--- src/rtl/muldiv_unit_pkg.sv ---
// Shared kanade32 HI/LO unit definitions: op codes, FSM states, datapath width.
package muldiv_unit_pkg;

  localparam int XLEN  = 32;
  localparam int CNT_W = 6;

  localparam logic [1:0] MD_MULT  = 2'b00;
  localparam logic [1:0] MD_MULTU = 2'b01;
  localparam logic [1:0] MD_DIV   = 2'b10;
  localparam logic [1:0] MD_DIVU  = 2'b11;

  typedef enum logic [1:0] {
    MD_IDLE = 2'b00,
    MD_RUN  = 2'b01,
    MD_FIX  = 2'b10
  } md_state_t;

  function automatic logic [XLEN-1:0] magnitude(input logic [XLEN-1:0] value, input logic is_signed);
    if (is_signed && value[XLEN-1]) begin
      magnitude = ~value + {{(XLEN-1){1'b0}}, 1'b1};
    end else begin
      magnitude = value;
    end
  endfunction

endpackage

--- src/rtl/muldiv_core.sv ---
// One iteration of the shared datapath: shift-add multiply or restoring-divide step
// on the {upper, lower} accumulator.
module muldiv_core #(
  parameter int XLEN = 32
) (
  input  logic              is_div,
  input  logic [2*XLEN-1:0] acc,
  input  logic [XLEN-1:0]   operand,
  output logic [2*XLEN-1:0] acc_next
);

  logic [XLEN:0]   add_sum;
  logic [XLEN:0]   div_top;
  logic [XLEN-1:0] rem_sub;
  logic            fits;

  // Single combinational step; the divide trial keeps an extra top bit so 2*rem+1 never overflows.
  always_comb begin
    add_sum  = {1'b0, acc[2*XLEN-1:XLEN]} + (acc[0] ? {1'b0, operand} : {(XLEN+1){1'b0}});
    div_top  = acc[2*XLEN-1:XLEN-1];
    fits     = (div_top >= {1'b0, operand});
    rem_sub  = div_top[XLEN-1:0] - operand;
    if (is_div) begin
      if (fits) begin
        acc_next = {rem_sub, acc[XLEN-2:0], 1'b1};
      end else begin
        acc_next = {acc[2*XLEN-2:0], 1'b0};
      end
    end else begin
      acc_next = {add_sum, acc[XLEN-1:1]};
    end
  end

endmodule

--- src/rtl/muldiv_unit.sv ---
// Iterative HI/LO multiply/divide unit: operates on magnitudes for XLEN iterations,
// then applies sign correction and writes {hi,lo} in a final FIX cycle.
module muldiv_unit #(
  parameter int XLEN  = muldiv_unit_pkg::XLEN,
  parameter int CNT_W = muldiv_unit_pkg::CNT_W
) (
  input  logic            clk,
  input  logic            reset,
  input  logic            start,
  input  logic [1:0]      op,
  input  logic [XLEN-1:0] rs_data,
  input  logic [XLEN-1:0] rt_data,
  input  logic            mthi_wren,
  input  logic            mtlo_wren,
  output logic            busy,
  output logic            done,
  output logic [XLEN-1:0] hi,
  output logic [XLEN-1:0] lo
);

  import muldiv_unit_pkg::*;

  md_state_t         state;
  md_state_t         next_state;
  logic              load;
  logic              step;
  logic              fix;
  logic              mt_hi;
  logic              mt_lo;
  logic              op_signed;
  logic              op_div;
  logic              is_div;
  logic              neg_quot;
  logic              neg_rem;
  logic              div_zero;
  logic [XLEN-1:0]   rs_hold;
  logic [XLEN-1:0]   operand;
  logic [2*XLEN-1:0] acc;
  logic [2*XLEN-1:0] acc_next;
  logic [CNT_W-1:0]  cnt;
  logic [XLEN-1:0]   fix_hi;
  logic [XLEN-1:0]   fix_lo;
  logic [2*XLEN-1:0] prod_neg;

  muldiv_core #(.XLEN(XLEN)) u_core (
    .is_div   (is_div),
    .acc      (acc),
    .operand  (operand),
    .acc_next (acc_next)
  );

  // State register.
  always_ff @(posedge clk or posedge reset) begin
    if (reset) begin
      state <= MD_IDLE;
      busy  <= 1'b0;
    end else begin
      state <= next_state;
      busy  <= (next_state != MD_IDLE);
    end
  end

  // Next-state logic.
  always_comb begin
    next_state = state;
    case (state)
      MD_IDLE: next_state = start ? MD_RUN : MD_IDLE;
      MD_RUN:  next_state = (cnt == CNT_W'(XLEN-1)) ? MD_FIX : MD_RUN;
      MD_FIX:  next_state = MD_IDLE;
      default: next_state = MD_IDLE;
    endcase
  end

  // Control decode; start beats an MT write in the same IDLE cycle.
  always_comb begin
    load  = 1'b0;
    step  = 1'b0;
    fix   = 1'b0;
    mt_hi = 1'b0;
    mt_lo = 1'b0;
    case (state)
      MD_IDLE: begin
        load  = start;
        mt_hi = !start && mthi_wren;
        mt_lo = !start && mtlo_wren;
      end
      MD_RUN:  step = 1'b1;
      MD_FIX:  fix  = 1'b1;
      default: load = 1'b0;
    endcase
  end

  assign op_signed = (op == MD_MULT) || (op == MD_DIV);
  assign op_div    = (op == MD_DIV) || (op == MD_DIVU);

  // Operand capture and iteration datapath.
  always_ff @(posedge clk or posedge reset) begin
    if (reset) begin
      is_div   <= 1'b0;
      neg_quot <= 1'b0;
      neg_rem  <= 1'b0;
      div_zero <= 1'b0;
      rs_hold  <= {XLEN{1'b0}};
      operand  <= {XLEN{1'b0}};
      acc      <= {(2*XLEN){1'b0}};
      cnt      <= {CNT_W{1'b0}};
    end else if (load) begin
      is_div   <= op_div;
      neg_quot <= op_signed && (rs_data[XLEN-1] ^ rt_data[XLEN-1]);
      neg_rem  <= op_signed && rs_data[XLEN-1];
      div_zero <= (rt_data == {XLEN{1'b0}});
      rs_hold  <= rs_data;
      operand  <= op_div ? magnitude(rt_data, op_signed) : magnitude(rs_data, op_signed);
      acc      <= {{XLEN{1'b0}}, (op_div ? magnitude(rs_data, op_signed) : magnitude(rt_data, op_signed))};
      cnt      <= {CNT_W{1'b0}};
    end else if (step) begin
      acc <= acc_next;
      cnt <= cnt + {{(CNT_W-1){1'b0}}, 1'b1};
    end else if (fix) begin
      cnt <= {CNT_W{1'b0}};
    end else begin
      cnt <= cnt;
    end
  end

  // Sign correction; a zero divisor bypasses it and returns the raw dividend in hi.
  always_comb begin
    prod_neg = ~acc + {{(2*XLEN-1){1'b0}}, 1'b1};
    fix_hi   = acc[2*XLEN-1:XLEN];
    fix_lo   = acc[XLEN-1:0];
    if (!is_div) begin
      if (neg_quot) begin
        fix_hi = prod_neg[2*XLEN-1:XLEN];
        fix_lo = prod_neg[XLEN-1:0];
      end else begin
        fix_hi = acc[2*XLEN-1:XLEN];
        fix_lo = acc[XLEN-1:0];
      end
    end else if (div_zero) begin
      fix_hi = rs_hold;
      fix_lo = {XLEN{1'b1}};
    end else begin
      fix_lo = neg_quot ? (~acc[XLEN-1:0] + {{(XLEN-1){1'b0}}, 1'b1}) : acc[XLEN-1:0];
      fix_hi = neg_rem ? (~acc[2*XLEN-1:XLEN] + {{(XLEN-1){1'b0}}, 1'b1}) : acc[2*XLEN-1:XLEN];
    end
  end

  // HI/LO architectural registers and completion pulse.
  always_ff @(posedge clk or posedge reset) begin
    if (reset) begin
      hi   <= {XLEN{1'b0}};
      lo   <= {XLEN{1'b0}};
      done <= 1'b0;
    end else begin
      done <= fix;
      if (fix) begin
        hi <= fix_hi;
        lo <= fix_lo;
      end else begin
        if (mt_hi) begin
          hi <= rs_data;
        end else begin
          hi <= hi;
        end
        if (mt_lo) begin
          lo <= rs_data;
        end else begin
          lo <= lo;
        end
      end
    end
  end

endmodule
--- config.mk ---
export PLATFORM = sky130hd
export DESIGN_NAME = muldiv_unit
export DESIGN_NICKNAME = d
export VERILOG_FILES = /design/src/rtl/muldiv_unit_pkg.sv /design/src/rtl/muldiv_core.sv /design/src/rtl/muldiv_unit.sv
export SDC_FILE = /design/constraint.sdc
export NUM_CORES = 1
export LEC_CHECK = 0
export CORE_AREA = 4 4 245 247
export CTS_CLUSTER_DIAMETER = 40
export CTS_CLUSTER_SIZE = 25
export DETAILED_ROUTE_END_ITERATION = 10
export DIE_AREA = 0 0 249 251
export SYNTH_ARGS = -nofsm -noshare
export SYNTH_HDL_FRONTEND = slang
export SYNTH_SLANG_ARGS = --single-unit
--- constraint.sdc ---
create_clock -name clk -period 7.25 [get_ports clk]
set_clock_uncertainty 0.15 [all_clocks]
set_input_delay 1.45 -clock clk [delete_from_list [all_inputs] [get_ports clk]]
set_output_delay 1.45 -clock clk [all_outputs]
set_load 0.1 [all_outputs]
==> results.py <==
metrics = {
    "sta": {
        "fin_tns_setup_ps": 0,
        "timing.fmax_mhz": 209,
        "max_slew_margin_pct": 16.9,
        "rsz0062_at_grt": "no",
        "hold_viol": 0,
        "period_needed_ps": 4790,
        "timing.final.ws_setup_ps": 2460,
        "worst_pin_slew_ps": 1240,
        "setup_viol": 0,
        "finalCritPeriodShare_pct": 66.0,
        "slew_viol_final": 0,
    },
    "pwr": {
        "power_density_nw_per_um2": 466,
        "cellLeakagePower_uw": 0.00840,
        "vdd_drop_max_mv": 0.219,
    },
    "floorplan": {
        "pin_count": 137,
        "core_um2": 57600,
        "start_util_pct": 29.8,
        "die_h_um": 251,
        "die_x_um": 249,
        "dieArea_um2": 62500,
        "rows": 88,
    },
    "yosys": {
        "syn_area_um2": 17200,
        "ys_async_sr_fraction_pct": 100,
        "synth_nets": 2322,
        "syn_inst": 2180,
        "yosysUniqueCellTypes": 78,
        "ys.flop_type": "dfrtp_1",
        "synth-edff-count": 0,
        "synth_warnings": 0,
        "syn_avg_cell_area_um2": 7.88,
        "synth.top_cell.area_share_pct": 30.0,
        "synth-seq-cells": 206,
        "ys_top_cells_by_area": "dfrtp_1 (30%), o21ai_0 (6.1%), nand2_1 (5.8%)",
        "synth.yosys.seq_area_share_pct": 30.0,
        "yosysTopAreaCell": "dfrtp_1",
    },
    "critical_path": {
        "ff2ff_path_depth": 12,
        "r2r-end": "acc[62]$_DFFE_PP0P_",
        "cp_common_cell": "o21ai_0",
        "critPathSlowestCell": "a2111oi_0",
        "worstPathArrival_ps": 5130,
        "path_class": "reg2reg",
        "crit_path_end_kind": "register",
        "crit_path_start": "acc[0]$_DFFE_PP0P_",
        "cpPeakStageDelay_ps": 890,
        "startpoint_type": "register",
        "crit_required_ps": 7590,
        "worst-path-max-fanout": 26,
        "crit_chain": "inv_1 > nor2_1 > ha_1 > and4_1 > nand2_1 > a2111oi_0 > nor3_1 > o21ai_0 > o21ai_0 > xnor2_1 > o21ai_0 > a22oi_1",
        "regToRegSetupSlack_ps": 2460,
        "regToRegStartpoint": "acc[0]$_DFFE_PP0P_",
    },
    "finish": {
        "n_antenna_cell": 0,
        "nets": 2369,
        "multi_input_area_um2": 11100,
        "area_growth_pct": 21.2,
        "fillers": 5846,
        "seq_area_um2": 5160,
        "mostFrequentLayoutCells": "nand2_1 (265), o21ai_0 (208), dfrtp_1 (205)",
        "drive_gt1_share_pct": 6.67,
        "final_common_cell": "nand2_1",
    },
    "route": {
        "drt-initial-drc-count": 1984,
        "drc": 0,
        "first_pass_iters": 5,
        "antenna_left": 0,
        "vias": 17500,
        "wire_per_inst_um": 23.0,
        "via_per_inst": 5.79,
        "wl_um": 69500,
    },
    "placed_design": {
        "dpl.hpwl_um": 50600,
        "port_buffers": 136,
        "routabilityCongestion": 0.954,
        "dp_slack_ps": 2130,
    },
    "cts": {
        "cts_hold_buf": 0,
        "cts.clk_slew.worst_paths_ps": 60,
        "clockBufferDepth": 3,
        "clock_latency_ps": 580,
        "cts_tree": "done",
        "clock_sinks": 206,
        "cts.root.buffer_cell": "clkbuf_16",
        "postCtsSetupBuffers": 0,
        "h-tree-depth": 2,
        "cts_resized": 0,
        "cts_buffers": 45,
    },
    "outcome": {
        "status": "completed",
    },
    "hold_path": {
        "hold_path_class": "reg2reg",
        "min_to": "rs_hold[22]$_DFFE_PP0P_",
        "holdCritStartpoint": "rs_hold[22]$_DFFE_PP0P_",
        "hold_depth": 2,
    },
    "global_routing": {
        "grt_remaining_overflow": 0,
        "grt_pass1_vias": 16600,
        "antenna_found_initial": 0,
        "grt_max_degree": 112,
        "grt_pass1_wl_um": 104000,
        "grtUsageTotal_pct": 21.1,
    },
    "flow_run": {
        "drv_cap": 0,
    },
}
==> cell families (layout without fill, tap and decap cells) <==
| kind of cell | Yosys count | count (layout) | synth area share [%] |
|---|---|---|---|
| and+or+nand+nor | 676 | 676 | 18.6 |
| adders and majority gates | 71 | 71 | 5.26 |
| muxes | 82 | 82 | 4.80 |
| AOI/OAI and AO/OA | 743 | 743 | 27.7 |
| buffers and inverters | 239 | 323 | 5.24 |
| DFF | 206 | 206 | 30.0 |
| xor gates and xnor gates | 163 | 163 | 8.32 |
==> cells in the mapped netlist (5+ instances only) <==
cell / count
clkbuf_1: 150
a21oi_1: 183
a211oi_1: 17
nor4_1: 21
o31ai_1: 29
nand2_1: 266
a211o_1: 5
a21o_1: 27
mux2i_1: 79
nor3_1: 30
nand4_1: 16
and2_1: 14
or2_2: 8
o221ai_1: 11
inv_1: 72
nor2b_1: 24
or3_1: 22
dfrtp_1: 206
o211a_1: 5
o22ai_1: 8
buf_1: 14
xor2_1: 63
xnor2_1: 100
and4_1: 5
or4_1: 17
ha_1: 69
o21a_1: 10
a32o_1: 5
a22o_1: 5
and3_1: 12
nand3_1: 38
nor2_1: 157
a311oi_1: 7
a221o_1: 34
nand2b_1: 21
o21ai_0: 209
o211ai_1: 85
a31o_2: 6
a21boi_0: 9
o41ai_1: 15
o21ai_1: 6
o21bai_1: 8
a31oi_1: 28
==> metal layers <==
metal	wire, um	GRT usage (%)	vias to the layer above	part of all wire [%]
met5	0	0	-	0
met4	2880	8.38	0	4.1
met3	6140	4.91	147	8.8
met2	30300	32.4	818	44
met1	30200	28.9	8527	43
li1	-	-	8054	-
==> state kept, by name, indices dropped and copies added, names as in the netlist, 2 cells and up <==
name	cells
hi	32
rs_hold	32
lo	32
cnt	6
operand	32
acc	64
state	2
==> worst max-delay path by stage <==
stage / to / slack (ps)
detailed placement: acc[29]$_DFFE_PP0P_ / 2130
floorplan: acc[0]$_DFFE_PP0P_ / 30
CTS: acc[62]$_DFFE_PP0P_ / 2480
global placement: acc[29]$_DFFE_PP0P_ / 2190
global route: acc[62]$_DFFE_PP0P_ / 2270
finish: acc[62]$_DFFE_PP0P_ / 2460
==> worst max-delay path: cells and delay by family, from the launching register on <==
kind | cells | cell delay (ps)
simple gates | 4 | 730
flops | 1 | 490
xor+xnor | 1 | 220
fa+ha+maj | 1 | 440
buf+inv | 1 | 740
compound gates | 5 | 1910
==> layout make-up <==
class,instances,share of cell area [%]
inverter,73,1.35
multi-input combinational,1735,53.5
timing repair buffer,166,7.60
clock inverter,35,2.48
tap,765,4.60
clock buffer,49,5.63
sequential,206,24.8
==> power by group <==
group / internal [uW] / switching, uW
Sequential: 1530 / 744
Clock: 1550 / 779
Combinational: 1940 / 3170
==> through the flow <==
stage / instances / hold WS (ps) / total power (uW) / utilization (%) / instance area (um2)
global route: 3029 / 350 / 10300 / 36.1 / 20800
CTS: 3029 / 327 / 9640 / 36.1 / 20800
detailed placement: 2945 / 314 / 7260 / 33.2 / 19100
floorplan: 2180 / 293 / 5770 / - / 17200
finish: 3029 / 326 / 9700 / 36.1 / 20800
global placement: 2945 / 310 / 7190 / 33.2 / 19100
Note: power is estimated with default switching activity, not from simulation.
